<file path="src/rtl/psum_axis_packer_pkg.sv">
// -----------------------------------------------------------------------------
// psum_axis_packer_pkg
//   Shared definitions for the partial-sum AXI4-Stream packer:
//   - default geometry of the psum vector and of the output stream
//   - width of the frame counter reported to the status register
//   - FSM state encoding (IDLE = 0, SEND = 1)
// -----------------------------------------------------------------------------
package psum_axis_packer_pkg;

    // Default geometry: 64 lanes of 20-bit signed psums, 32-bit stream.
    localparam int PSUM_NUM_DEF             = 64;
    localparam int PSUM_WIDTH_DEF           = 20;
    localparam int C_M_AXIS_TDATA_WIDTH_DEF = 32;
    localparam int IDX_WIDTH_DEF            = 6;

    // Frame counter width; the counter wraps silently.
    localparam int FRAME_CNT_WIDTH = 16;

    // Packer FSM encoding.
    typedef enum logic {
        ST_IDLE = 1'b0,
        ST_SEND = 1'b1
    } pk_state_e;

endpackage : psum_axis_packer_pkg

</file>
<file path="src/rtl/psum_lane_fmt.sv">
// -----------------------------------------------------------------------------
// psum_lane_fmt
//   Combinational lane formatter: takes one signed psum lane and produces the
//   stream word. The lane is sign-extended to the stream width; when ReLU is
//   enabled a negative lane (MSB set) becomes zero. The output is never
//   narrower than the lane, so no saturation is needed.
//
// Ports:
//   lane   in   PSUM_WIDTH   signed psum lane
//   relu   in   1            clamp negative lanes to zero
//   tdata  out  DATA_WIDTH   formatted stream word
// -----------------------------------------------------------------------------
module psum_lane_fmt
    import psum_axis_packer_pkg::*;
#(
    parameter int PSUM_WIDTH = PSUM_WIDTH_DEF,
    parameter int DATA_WIDTH = C_M_AXIS_TDATA_WIDTH_DEF
) (
    input  logic [PSUM_WIDTH-1:0] lane,
    input  logic                  relu,
    output logic [DATA_WIDTH-1:0] tdata
);

    logic signed [PSUM_WIDTH-1:0] lane_s;

    assign lane_s = $signed(lane);

    always_comb begin
        tdata = '0;
        if (!(relu && lane[PSUM_WIDTH-1])) begin
            // Size cast of a signed value sign-extends; this also works when
            // the two widths are equal.
            tdata = DATA_WIDTH'(lane_s);
        end
    end

endmodule : psum_lane_fmt

</file>
<file path="src/rtl/psum_axis_packer.sv">
// -----------------------------------------------------------------------------
// psum_axis_packer
//   Captures a complete partial-sum vector from the convolution datapath into
//   a shadow buffer and serialises it one lane per beat onto an AXI4-Stream
//   master, with optional per-frame ReLU. TLAST marks the final lane; a
//   one-cycle frame_done pulse and a wrapping frame counter feed the status
//   register.
//
// Handshakes:
//   Input side : a vector is captured on any rising edge where
//                psum_valid & psum_ready. psum_ready is high only in IDLE,
//                so the producer must hold psum_in until it sees the capture.
//   Output side: a beat transfers on any rising edge where
//                M_AXIS_TVALID & M_AXIS_TREADY. While TVALID is high and
//                TREADY low, TDATA/TLAST stay stable and the lane index holds.
//                TVALID stays high from the first to the last beat of a frame.
//
// Ports:
//   clk, rst_n       clock, asynchronous active-low reset
//   psum_valid       in   psum_in holds a complete result vector
//   psum_in          in   packed lanes, lane k = [k*PSUM_WIDTH +: PSUM_WIDTH]
//   psum_ready       out  packer can capture a vector this cycle
//   relu_en          in   clamp negative lanes; sampled at capture
//   M_AXIS_TVALID    out  stream beat valid
//   M_AXIS_TDATA     out  sign-extended (or ReLU'd) lane
//   M_AXIS_TSTRB     out  all ones
//   M_AXIS_TLAST     out  last lane of the frame
//   M_AXIS_TREADY    in   downstream accepts beat
//   frame_done       out  one-cycle pulse after the final beat handshake
//   frame_count      out  frames fully sent since reset (wraps)
// -----------------------------------------------------------------------------
module psum_axis_packer
    import psum_axis_packer_pkg::*;
#(
    parameter int PSUM_NUM             = PSUM_NUM_DEF,
    parameter int PSUM_WIDTH           = PSUM_WIDTH_DEF,
    parameter int C_M_AXIS_TDATA_WIDTH = C_M_AXIS_TDATA_WIDTH_DEF,
    parameter int IDX_WIDTH            = IDX_WIDTH_DEF
) (
    input  logic                                clk,
    input  logic                                rst_n,

    input  logic                                psum_valid,
    input  logic [PSUM_NUM*PSUM_WIDTH-1:0]      psum_in,
    output logic                                psum_ready,
    input  logic                                relu_en,

    output logic                                M_AXIS_TVALID,
    output logic [C_M_AXIS_TDATA_WIDTH-1:0]     M_AXIS_TDATA,
    output logic [C_M_AXIS_TDATA_WIDTH/8-1:0]   M_AXIS_TSTRB,
    output logic                                M_AXIS_TLAST,
    input  logic                                M_AXIS_TREADY,

    output logic                                frame_done,
    output logic [FRAME_CNT_WIDTH-1:0]          frame_count
);

    localparam logic [IDX_WIDTH-1:0] IDX_LAST = IDX_WIDTH'(PSUM_NUM - 1);

    // -------------------------------------------------------------------------
    // State
    // -------------------------------------------------------------------------
    pk_state_e                       state_q;
    logic [IDX_WIDTH-1:0]            idx_q;
    logic                            relu_q;
    logic                            frame_done_q;
    logic [FRAME_CNT_WIDTH-1:0]      frame_cnt_q;
    logic [PSUM_NUM*PSUM_WIDTH-1:0]  shadow_q;

    logic                            is_last;
    logic                            beat_fire;
    logic                            capture;
    logic [PSUM_WIDTH-1:0]           lane_sel;
    logic [C_M_AXIS_TDATA_WIDTH-1:0] lane_word;

    assign is_last   = (idx_q == IDX_LAST);
    assign capture   = (state_q == ST_IDLE) && psum_valid;
    assign beat_fire = (state_q == ST_SEND) && M_AXIS_TREADY;

    // -------------------------------------------------------------------------
    // Shadow buffer. Written only at capture, so the frame in flight is immune
    // to psum_in changing afterwards. Pure datapath: no reset needed, since
    // nothing reads it outside SEND.
    // -------------------------------------------------------------------------
    always_ff @(posedge clk) begin
        if (capture) begin
            shadow_q <= psum_in;
        end
    end

    // -------------------------------------------------------------------------
    // Control FSM. relu_en is latched with the vector so that toggling it
    // mid-frame has no effect.
    // -------------------------------------------------------------------------
    always_ff @(posedge clk or negedge rst_n) begin
        if (!rst_n) begin
            state_q      <= ST_IDLE;
            idx_q        <= '0;
            relu_q       <= 1'b0;
            frame_done_q <= 1'b0;
            frame_cnt_q  <= '0;
        end else begin
            frame_done_q <= 1'b0;
            case (state_q)
                ST_IDLE: begin
                    if (psum_valid) begin
                        relu_q  <= relu_en;
                        idx_q   <= '0;
                        state_q <= ST_SEND;
                    end
                end
                ST_SEND: begin
                    if (beat_fire) begin
                        if (is_last) begin
                            // Done pulse and count step land on the same edge,
                            // so the status view never sees one without the other.
                            state_q      <= ST_IDLE;
                            idx_q        <= '0;
                            frame_done_q <= 1'b1;
                            frame_cnt_q  <= frame_cnt_q + 1'b1;
                        end else begin
                            idx_q <= idx_q + 1'b1;
                        end
                    end
                end
                default: begin
                    state_q <= ST_IDLE;
                end
            endcase
        end
    end

    // -------------------------------------------------------------------------
    // Lane select and formatting. TDATA is a mux of registered state only
    // (shadow, idx, relu), so it is stable whenever idx holds during a stall.
    // -------------------------------------------------------------------------
    assign lane_sel = shadow_q[idx_q * PSUM_WIDTH +: PSUM_WIDTH];

    psum_lane_fmt #(
        .PSUM_WIDTH (PSUM_WIDTH),
        .DATA_WIDTH (C_M_AXIS_TDATA_WIDTH)
    ) u_lane_fmt (
        .lane  (lane_sel),
        .relu  (relu_q),
        .tdata (lane_word)
    );

    // -------------------------------------------------------------------------
    // Outputs. All are decodes of registers; async reset forces IDLE, which
    // drops TVALID/TLAST and zeroes TDATA immediately.
    // -------------------------------------------------------------------------
    assign psum_ready    = (state_q == ST_IDLE);
    assign M_AXIS_TVALID = (state_q == ST_SEND);
    assign M_AXIS_TLAST  = (state_q == ST_SEND) && is_last;
    assign M_AXIS_TDATA  = (state_q == ST_SEND) ? lane_word : '0;
    assign M_AXIS_TSTRB  = '1;
    assign frame_done    = frame_done_q;
    assign frame_count   = frame_cnt_q;

endmodule : psum_axis_packer

</file>
<file path="config.mk">
export PLATFORM = sky130hd
export DESIGN_NAME = psum_axis_packer
export DESIGN_NICKNAME = d
export VERILOG_FILES = /design/src/rtl/psum_axis_packer_pkg.sv /design/src/rtl/psum_lane_fmt.sv /design/src/rtl/psum_axis_packer.sv
export SDC_FILE = /design/constraint.sdc
export NUM_CORES = 1
export LEC_CHECK = 0
export CORE_AREA = 5 5 519 521
export DETAILED_ROUTE_END_ITERATION = 10
export DIE_AREA = 0 0 524 526
export HOLD_SLACK_MARGIN = 0.08
export SLEW_MARGIN = 20
export SYNTH_ARGS = -nofsm -noshare
export SYNTH_HDL_FRONTEND = slang
export SYNTH_SLANG_ARGS = --single-unit
</file>
<file path="constraint.sdc">
create_clock -name clk -period 86.7 [get_ports clk]
set_input_delay 17.34 -clock clk [delete_from_list [all_inputs] [get_ports clk]]
set_output_delay 17.34 -clock clk [all_outputs]
set_load 0.02 [all_outputs]
</file>
Word level (Yosys, flattened, before mapping)
Cells that the tools add are included.
{"block": "op_classes", "n_mux": 13, "n_eq_ne": 3, "bitwise_logic": 1, "n_shift": 1, "multipliers": 1, "add_sub_neg": 2, "reduce_logical": 7}
{"operator": "1280-bit by 12-bit variable part select with 20-bit output", "count": 1}
{"operator": "32-bit 2-to-1 mux", "count": 2}
{"operator": "6-bit 2-to-1 mux", "count": 3}
{"operator": "16-bit by 1-bit adder with 16-bit output, second input constant", "count": 1}
{"operator": "6-bit one-hot mux with 2 select lines", "count": 1}
{"operator": "6-bit by 3-bit multiplier with 9-bit output, second input constant", "count": 1}
{"operator": "6-bit by 1-bit adder with 6-bit output, second input constant", "count": 1}
{"operator": "6-bit equality test, second input constant", "count": 1}
{"operator": "1-bit 2-to-1 mux", "count": 6}
{"operator": "1-bit logical AND", "count": 4}
{"operator": "2-bit AND reduction", "count": 2}
{"operator": "3-bit AND reduction", "count": 1}
{"operator": "2-bit by 1-bit inequality test with 1-bit output, second input constant", "count": 1}
{"operator": "2-bit inequality test, second input constant", "count": 1}
{"operator": "1-bit one-hot mux with 2 select lines", "count": 1}
{"operator": "1-bit NOT", "count": 1}
{"block": "totals", "out_inout_bits": 56, "in_bits": 1285, "word_cells": 34, "register_bits": 1305}

Depth between registers and ports, before layout
{"block": "depth", "word_depth": 5, "ltp_mapped": 12, "ltp_nobuf": 7}

Hierarchy
A second synthesis with hierarchy kept.
{"block": "unflattened", "cells_unflattened": 2271, "hier_area_um2": 50141.8}
{"module": "psum_axis_packer", "n_inst": 1, "cells_each": 2235, "seq_area_each_um2": 39062.5, "area_each_um2": 49832.8}
{"module": "psum_lane_fmt", "n_inst": 1, "cells_each": 36, "seq_area_each_um2": 0.0, "area_each_um2": 309.0}

Worst setup path after synthesis
Ideal clock, no wire load.
{"block": "synth_path", "path_type": "input port to flip-flop", "from": "in psum_valid", "to": "reg idx_q[5]", "required_time_ns": 86.515, "cell_stages": 4, "setup_slack_ns": 6.977, "t_arrival_ns": 79.539, "n_path_buf": 0, "setup_ns": 0.185, "path_cell_list": "nor2b_1 > nor2_1 > o21ai_0 > o31ai_1"}
{"block": "synth_between", "elab_chain_cells": 2}
{"item": "from (decl)", "line": "psum_axis_packer.sv:43", "text": "input logic psum_valid,"}
{"item": "2-bit inequality test (no source line)"}
{"item": "2-bit AND reduction (no source line)"}
{"item": "to (signal assigned)", "line": "psum_axis_packer.sv:122", "text": "idx_q <= idx_q + 1'b1;"}
{"item": "to (decl)", "line": "psum_axis_packer.sv:64", "text": "logic [IDX_WIDTH-1:0] idx_q;"}
No other way between the ends.
A chain may end at the register's enable or synchronous reset.

Worst setup path in the final report
{"block": "layout_path", "from": "reg idx_q[1]", "to": "out M_AXIS_TDATA[6]"}
{"block": "layout_between", "elab_chain_cells": 5}
{"item": "6-bit by 3-bit multiplier with 9-bit output (*)", "line": "psum_axis_packer.sv:137", "text": "assign lane_sel = shadow_q[idx_q * PSUM_WIDTH +: PSUM_WIDTH];"}
{"item": "1280-bit by 12-bit variable part select with 20-bit output (*)", "line": "psum_axis_packer.sv:137"}
{"item": "1-bit logical AND", "line": "psum_lane_fmt.sv:30", "text": "if (!(relu && lane[PSUM_WIDTH-1])) begin"}
{"item": "32-bit 2-to-1 mux (*)", "line": "psum_lane_fmt.sv:30"}
{"item": "32-bit 2-to-1 mux (*)", "line": "psum_axis_packer.sv:155", "text": "assign M_AXIS_TDATA = (state_q == ST_SEND) ? lane_word : '0;"}
{"item": "to (decl)", "line": "psum_axis_packer.sv:49", "text": "output logic [C_M_AXIS_TDATA_WIDTH-1:0] M_AXIS_TDATA,"}
Every way passes the cells marked *; elsewhere a longest branch is shown, timed or not.

==> qor.log <==
INFO  cells_and_area stdcell_area=0.0727mm²
INFO  timing         slew_violations=0
INFO  drt            ant_nets=0
INFO  floorplanning  floorplan.initialDensity=19.0%
INFO  power_and_ir_drop power-per-cell-area=23.5mW/mm²
INFO  synth          synth-warning-count=0
INFO  clocking       count_of_clock_tree_sinks=1305
INFO  synth          synth_top_cell_by_area=sky130_fd_sc_hd__edfxtp_1
INFO  floorplanning  std_cell_rows=189
INFO  clocking       clk_pin_slew_worst_paths=60ps
INFO  clocking       cts_resized=0
INFO  worst_setup_path cp.required=69360ps
INFO  timing         hold_viol=0
INFO  synth          ys_seq_elements=1305
INFO  floorplanning  chipHeight=526µm
INFO  timing         normalized_max_slew_margin=25.3%
INFO  worst_setup_path worst_setup_path_start_kind=flip-flop
INFO  timing         rsz0062_at_grt=no
INFO  drt            drtIter0Drc=2640
INFO  clocking       tritoncts=yes
INFO  cells_and_area areaGrowthSynthToFinish=45.2%
INFO  global_route   grt_use_total=15.4%
INFO  clocking       postCtsSetupRepairBufs=0
INFO  synth          synth-compound-area-share=2.17%
INFO  timing         max_slew.worst_pin.slew=1120ps
INFO  synth          synth_simple_gate_area_share=0.995%
INFO  floorplanning  die_w=524µm
INFO  drt            route.layer.met1.wl=80.2mm
INFO  synth          ys.flop_type=sky130_fd_sc_hd__edfxtp_1
INFO  synth          yosys.area_share.xor_xnor=0.262%
INFO  synth          post_synth_fa_ha_maj_area_fraction=0.0500%
INFO  drt            via_count=29600
INFO  drt            met3_length=22.5mm
INFO  synth          post_synth_num_cell_types=41
INFO  global_route   via_count_of_the_first_global_routing_pass=31600
INFO  timing         fin_ws=62080ps
INFO  synth          syn_avg_cell_area=22.6µm²
INFO  drt            via_per_inst=4.04
INFO  worst_setup_path critical_path_peak_fanout=36
INFO  clocking       ctsHtreeMaxLevel=4
INFO  timing         finalSetupViolCount=0
INFO  global_route   grt_pass1_wl=286mm
INFO  power_and_ir_drop total_leakage_power=23.0nW
INFO  placement      gp_congestion=0.865
INFO  floorplanning  boundaryPins=1341
INFO  timing         finalWorstPathRequiredPeriod=24620ps
INFO  synth          synthesis.instances=2220
INFO  synth          synth.area.top_cells=sky130_fd_sc_hd__edfxtp_1 77%, sky130_fd_sc_hd__mux4_2 13%, sky130_fd_sc_hd__mux2i_1 3.7%
INFO  timing         final.setup_skew=69.4ps
INFO  drt            detailedRoute.firstPassIterationCount=5
INFO  global_route   gr-total-overflow=0
INFO  clocking       ctsLongestPathBuffers=4
INFO  synth          synth.area.mux_share=17.0%
INFO  synth          synth_sequential_area_ratio=78.0%
INFO  timing         setup_total_negative_slack=0ps
INFO  timing         timing.final.crit_share=28.4%
INFO  clocking       insertion_delay=820ps
INFO  floorplanning  placeable_core_area=0.264mm²
INFO  cells_and_area drive_above_1_share=16.4%
INFO  timing         fmax=40.6MHz
INFO  min_path       worst_hold_path_type=flip-flop to flip-flop
INFO  floorplanning  die_area=0.276mm²
INFO  worst_setup_path setup.worst_path.class=flip-flop to output port
INFO  drt            dr.max_layer_used=met5
INFO  worst_setup_path cp.arrival=7280ps
INFO  flow_run       maxCapViolations=0
INFO  drt            route.final.wire_length=222mm
INFO  placement      dpl.cell_count=7030
INFO  drt            drc=0
INFO  cells_and_area num-nets-final=4944
INFO  synth          synth_largest_type_area_fraction=76.8%
INFO  synth          synthesis.area=0.0501mm²
INFO  placement      final_hpwl_dp=176mm
INFO  worst_setup_path critPathCaptureType=output port
INFO  cells_and_area fin_util=27.5%
INFO  drt            routed_wire_length_per_instance=30.3µm
INFO  placement      post-place-ws=62030ps
INFO  synth          synth_top_family_by_area=multiplexers
INFO  placement      buffer_ports.inserted=1336
INFO  placement      cell_area_after_placement=0.0678mm²
INFO  synth          synth_edf_count=1280
INFO  clocking       cts_buffers=158
INFO  global_route   grt_max_degree=85
INFO  clocking       holdBufCountCts=0
INFO  cells_and_area layoutNonFillerInstCount=7327
INFO  outcome        status=finished, final reports clean
INFO  clocking       ctsRootBufferMaster=sky130_fd_sc_hd__clkbuf_16
INFO  power_and_ir_drop vdd_drop_max=17.3µV
INFO  synth          ys_async_sr_fraction=1.92%
INFO  drt            routed-wl-met2=112mm
INFO  global_route   antenna_found_initial=117
sequential cells by signal (all words and copies together), names as in the netlist:
name and count:
M_AXIS_TVALID 1, frame_count 16, idx_q 6, shadow_q 1280
frame_done 1, relu_q 1
stage by stage:
stage	hold WS, ps	total power [mW]
floorplan	512	0.886
global placement	467	1.11
detailed placement	484	1.11
CTS	493	1.75
global route	520	1.78
finish	491	1.71
worst paths after layout:
path	start	endpoint	slack (ps)	cells past startpoint
max in group asynchronous	rst_n	frame_count[14]	69380	2
min in group asynchronous	rst_n	relu_q	16950	2
worst min-delay path	frame_count[15]	frame_count[15]	490	1
worst max register to register	M_AXIS_TVALID	shadow_q[648]	79380	8
worst max-delay path	idx_q[1]	M_AXIS_TDATA[6]	62080	11
worst min register to register	frame_count[15]	frame_count[15]	490	1
critical path, cell delays in order, from the launching register on:
cell	delay, ps
sky130_fd_sc_hd__dfrtp_4	750
sky130_fd_sc_hd__buf_4	610
sky130_fd_sc_hd__buf_4	780
sky130_fd_sc_hd__buf_4	460
sky130_fd_sc_hd__buf_4	480
sky130_fd_sc_hd__buf_4	550
sky130_fd_sc_hd__mux4_2	310
sky130_fd_sc_hd__mux2i_1	90
sky130_fd_sc_hd__o22ai_1	550
sky130_fd_sc_hd__a211oi_1	100
sky130_fd_sc_hd__nor3_1	840
sky130_fd_sc_hd__clkdlybuf4s50_1	780
final cells by class:
cell class                 instances  area (µm²)
fill                           26300      191000
sequential                      1305       39100
timing repair buffer            1411       14000
multi-input combinational        776       10300
tap                             3533        4420
clock buffer                     194        4130
clock inverter                    79         676
antenna                           24        60.1
inverter                           5        18.8
metal layers:
layer,global-route usage (%),vias up
met3,5.04,369
li1,-,12300
met5,0,-
met2,27.3,1603
met1,17.7,15300
met4,4.28,72
power by group:
part	leakage, nW	internal, mW	total (mW)	switching, mW
logic	8.79	0.170	0.379	0.209
registers	11.8	0.693	0.699	0.00645
clock network	2.34	0.363	0.629	0.266
total	23.0	1.23	1.71	0.481
synth_stat cells, types with 18 or more instances:
cell	number
sky130_fd_sc_hd__clkbuf_1	49
sky130_fd_sc_hd__o21ai_0	26
sky130_fd_sc_hd__a21oi_1	48
sky130_fd_sc_hd__a31oi_1	20
sky130_fd_sc_hd__nand2_1	34
sky130_fd_sc_hd__edfxtp_1	1280
sky130_fd_sc_hd__buf_2	30
sky130_fd_sc_hd__mux4_2	295
sky130_fd_sc_hd__mux2i_1	183
sky130_fd_sc_hd__o22ai_1	18
sky130_fd_sc_hd__nor2_1	18
sky130_fd_sc_hd__a22oi_1	36
sky130_fd_sc_hd__dfrtp_1	25
sky130_fd_sc_hd__buf_4	36
placed cells by master (no fill, tap or decap), types with 9 or more instances in the layout:
master and count:
sky130_fd_sc_hd__clkdlybuf4s50_1 1336, sky130_fd_sc_hd__edfxtp_1 1280, sky130_fd_sc_hd__mux4_2 295, sky130_fd_sc_hd__mux2i_1 177, sky130_fd_sc_hd__clkbuf_16 160, sky130_fd_sc_hd__buf_4 70
sky130_fd_sc_hd__a21oi_1 48, sky130_fd_sc_hd__a22oi_1 35, sky130_fd_sc_hd__clkbuf_1 34, sky130_fd_sc_hd__nand2_1 33, sky130_fd_sc_hd__clkinv_1 26, sky130_fd_sc_hd__diode_2 24
sky130_fd_sc_hd__o21ai_0 22, sky130_fd_sc_hd__clkinv_2 21, sky130_fd_sc_hd__dfrtp_1 19, sky130_fd_sc_hd__a31oi_1 18, sky130_fd_sc_hd__nor2_1 18, sky130_fd_sc_hd__o22ai_1 17
sky130_fd_sc_hd__o221ai_1 14, sky130_fd_sc_hd__nor3_1 13, sky130_fd_sc_hd__xnor2_1 10, sky130_fd_sc_hd__nand3_1 9
cells by family (layout without fill, tap and decap cells):
logic type | Yosys count | in the layout
flip-flops | 1305 | 1305
multiplexers | 479 | 479
AO/OA/AOI/OAI | 171 | 171
buffers and inverters | 142 | 1689
AND/OR/NAND/NOR | 105 | 105
XOR/XNOR | 15 | 15
adder cells (fa/ha/maj) | 2 | 2
other | 1 | 28
No activity file was read; power rests on OpenSTA's default activity.
